<file path="config.mk">
export PLATFORM = sky130hd
export DESIGN_NAME = pc
export DESIGN_NICKNAME = d
export VERILOG_FILES = /design/src/rtl/pc.sv
export SDC_FILE = /design/constraint.sdc
export NUM_CORES = 1
export LEC_CHECK = 0
export ABC_AREA = 0
export CAP_MARGIN = 20
export CORE_UTILIZATION = 30
export CTS_BUF_LIST = sky130_fd_sc_hd__clkbuf_4
export DETAILED_ROUTE_END_ITERATION = 7
export HOLD_SLACK_MARGIN = 0.1
export PLACE_DENSITY = 0.78
export SYNTH_ARGS = -nofsm -noshare
export SYNTH_HDL_FRONTEND = slang
export SYNTH_SLANG_ARGS = --single-unit
</file>
<file path="constraint.sdc">
create_clock -name CLK -period 0.85 [get_ports CLK]
set_input_delay 0.17 -clock CLK [delete_from_list [all_inputs] [get_ports CLK]]
set_output_delay 0.17 -clock CLK [all_outputs]
set_load 0.02 [all_outputs]
</file>
<file path="src/rtl/pc.sv">
// Program-counter register: registers PC_input on each rising CLK edge, with a synchronous active-low reset.
// Optional macro PC_ALIGN_EN forces bits [1:0] of every stored value, including RESET_VALUE, to zero.
module pc #(
    parameter int unsigned           WIDTH       = 32,
    parameter logic [WIDTH-1:0]      RESET_VALUE = '0
) (
    input  logic             CLK,
    input  logic             reset,
    input  logic [WIDTH-1:0] PC_input,
    output logic [WIDTH-1:0] PC_output
);

`ifdef PC_ALIGN_EN
    localparam logic [WIDTH-1:0] ALIGN_MASK = {{(WIDTH-2){1'b1}}, 2'b00};
`else
    localparam logic [WIDTH-1:0] ALIGN_MASK = '1;
`endif

    logic [WIDTH-1:0] pc_q;

    // Reset has priority and makes the block ignore PC_input on that edge.
    always_ff @(posedge CLK) begin
        if (!reset) begin
            pc_q <= RESET_VALUE & ALIGN_MASK;
        end else begin
            pc_q <= PC_input & ALIGN_MASK;
        end
    end

    assign PC_output = pc_q;

endmodule

</file>
==> run summary <==
DR vias/cell: 3.99
# diodes: 0
Sequential area share after synthesis: 71.5%
Total Wirelength: 2070 µm
RSZ-0062 raised after global routing: yes
Leakage: 0.749 nW
First-pass GRT wire length: 3000 µm
Crit path max-delay family: flip-flops
Hold Violations, Final: 0
Max-slew violations: 0
Yosys top cell area share: 71.5%
Number of global-route vias before repair: 707
Yosys cell types: 3
Max incr delay on CP: 0.33 ns
Worst slew pin tran: 0.121 ns
Number of placed I/O pins: 66
Antenna violations before repair: 0
Vias: 679
Setup TNS: -2.74 ns
Max reg flops: 32
Std-Cell Rows: 19
Status: complete, but fails checks
I/O Buffers: 65
CTS max path bufs: 2
Post-DRT Antenna Nets: 0
Reg power frac: 55.6%
Cell-internal power: 2.23 mW
Largest net degree at the start of global routing: 18
Layer with the highest usage: met2
Crit-path cells: buf_6
Root Driver: clkbuf_4
Area growth syn-to-layout: 91.6%
Multiplexer share of the synthesized area: 0%
Crit path to: PC_output[10]
DP Cell Count: 162
Post-DP HPWL: 1530 µm
Simple-gate share of the synthesized area: 26.8%
Post-synth top area cell: dfxtp_1
Tot Pwr: 2.94 mW
Power share of the clock group: 26.9%
Post-synthesis adder-cell area fraction: 0%
Gp weighted congestion: 0.627
DR pass1 iterations: 2
Total track usage: 13.0%
VDD IR-drop max: 1.07 mV
Met1 Use GR: 10.1%
Post-CTS Setup Bufs: 0
Clock Sink Count: 32
Die Span X: 56.6 µm
Post-route worst setup slack: -0.0982 ns
Slowest cell on crit path: dfxtp_2
Share of cells above drive strength 1: 75.5%
Initial Util: 32.2%
Num CTS Buffers: 5
Synth top area cells: dfxtp_1, and2_2, clkbuf_2
Critical path origin: PC_output[10]
Number of max-cap violations: 0
Fmax: 1.05 GHz
H-tree Lvls: 2
P_sw: 705 µW
Avg Cell Area, Syn: 13.4 µm²
Worst Path Arrival: 0.78 ns
Drt drc: 0
Failing checks: setup timing
Cells after Synth: 67
Die ar.: 3210 µm²
Critical Path RT: 0.68 ns
Crit-path max FO: 1
Post-Synth XOR/XNOR Area: 0%
Synthesis Warnings: 0
Largest family of logic cells by synthesized area: simple AND/OR/NAND/NOR gates
Sw frac: 24.0%
PwrDens: 1710 nW/µm²
Synth Area in Compound Gates: 0%
Startpoint Class: register
Reg clk slew, reported paths: 0.10 ns
GRT met2 Usage: 25.9%
Met3 Usage GRT: 4.38%
Total core area: 2780 µm²
WL per Instance: 12.2 µm
Combinational Power Share: 17.5%
Critical path class: register to primary output
Worst Path Buf+Inv: 1
Finish-stage setup viols: 32
Mapped Area: 896 µm²
Crit end category: primary output
Min-Delay Path Class: input port to register
Stages on the worst setup path: 1
Remaining global-route overflow: 0
Syn nets: 101
Post-synthesis register bit count: 32
1st-iter DRT viols: 3
Nets: 172
Fin crit share: 112%
CTS tree: done
Die Ht: 56.6 µm
Headroom to the max-slew limit: 91.9%
Non-filler cells, final: 170
Period minus WS final: 0.948 ns
power groups by stage:
| stage | clock network, mW | logic, mW | registers [mW] |
|---|---|---|---|
| floorplan | 0 | 0.0769 | 1.74 |
| global placement | 0 | 0.496 | 1.63 |
| detailed placement | 0 | 0.501 | 1.64 |
| CTS | 0.829 | 0.521 | 1.63 |
| global route | 0.901 | 0.540 | 1.64 |
| finish | 0.791 | 0.514 | 1.63 |
cells in the mapped netlist:
| cell type | instances |
|---|---|
| and2_2 | 32 |
| dfxtp_1 | 32 |
| clkbuf_2 | 3 |
routing by layer:
layer / vias up / part of all wire, %
li1: 342 / -
met1: 298 / 32
met2: 35 / 60
met3: 4 / 6.8
met4: 0 / 1.5
met5: - / 0
worst min path at each step:
stage                     cells after the start         start            end  slack [ns]
final                                         2  PC_input[11]  PC_output[11]        0.44
after CTS                                     2  PC_input[30]  PC_output[30]        0.41
after detailed placement                      2  PC_input[30]  PC_output[30]        0.77
after global routing                          2   PC_input[8]   PC_output[8]        0.42
after floorplan                               1         reset  PC_output[29]        0.31
after global placement                        2  PC_input[30]  PC_output[30]        0.76
cells in the final DEF, fill, tap and decap left out:
cell / instances
and2_2: 32
buf_4: 2
buf_6: 32
clkbuf_4: 5
clkdlybuf4s50_1: 33
clkinv_1: 1
clkinv_2: 2
dfxtp_2: 32
what timing repair did:
action                                  4_1_cts  5_1_grt
cloned                                        0        0
hold buffers                                  0        0
endpoints found under the setup margin       32       32
resized for setup                           224        0
area by class of cell:
type / count / area (µm²)
fill: 231 / 1060
multi-input combinational: 32 / 240
tap: 31 / 38.8
sequential: 32 / 681
clock buffer: 5 / 37.5
clock inverter: 3 / 13.8
timing repair buffer: 67 / 706
per-stage QoR:
stage          setup slack [ns]  area (µm²)  hold WS [ns]  util, %
4_1_cts                  -0.113        1720         0.414     61.7
2_1_floorplan             0.285         896         0.306        -
3_3_place_gp             -0.221        1590         0.762     57.0
5_1_grt                  -0.135        1720         0.418     61.7
6_report                -0.0982        1720         0.436     61.7
3_5_place_dp             -0.233        1590         0.769     57.0
cell families (layout without fill, tap and decap cells):
| kind of cell | count (synthesis) | in the layout |
|---|---|---|
| flip-flops | 32 | 32 |
| AND/OR/NAND/NOR | 32 | 32 |
| buffers and inverters | 3 | 75 |
Note: power is estimated with default switching activity, not from simulation.
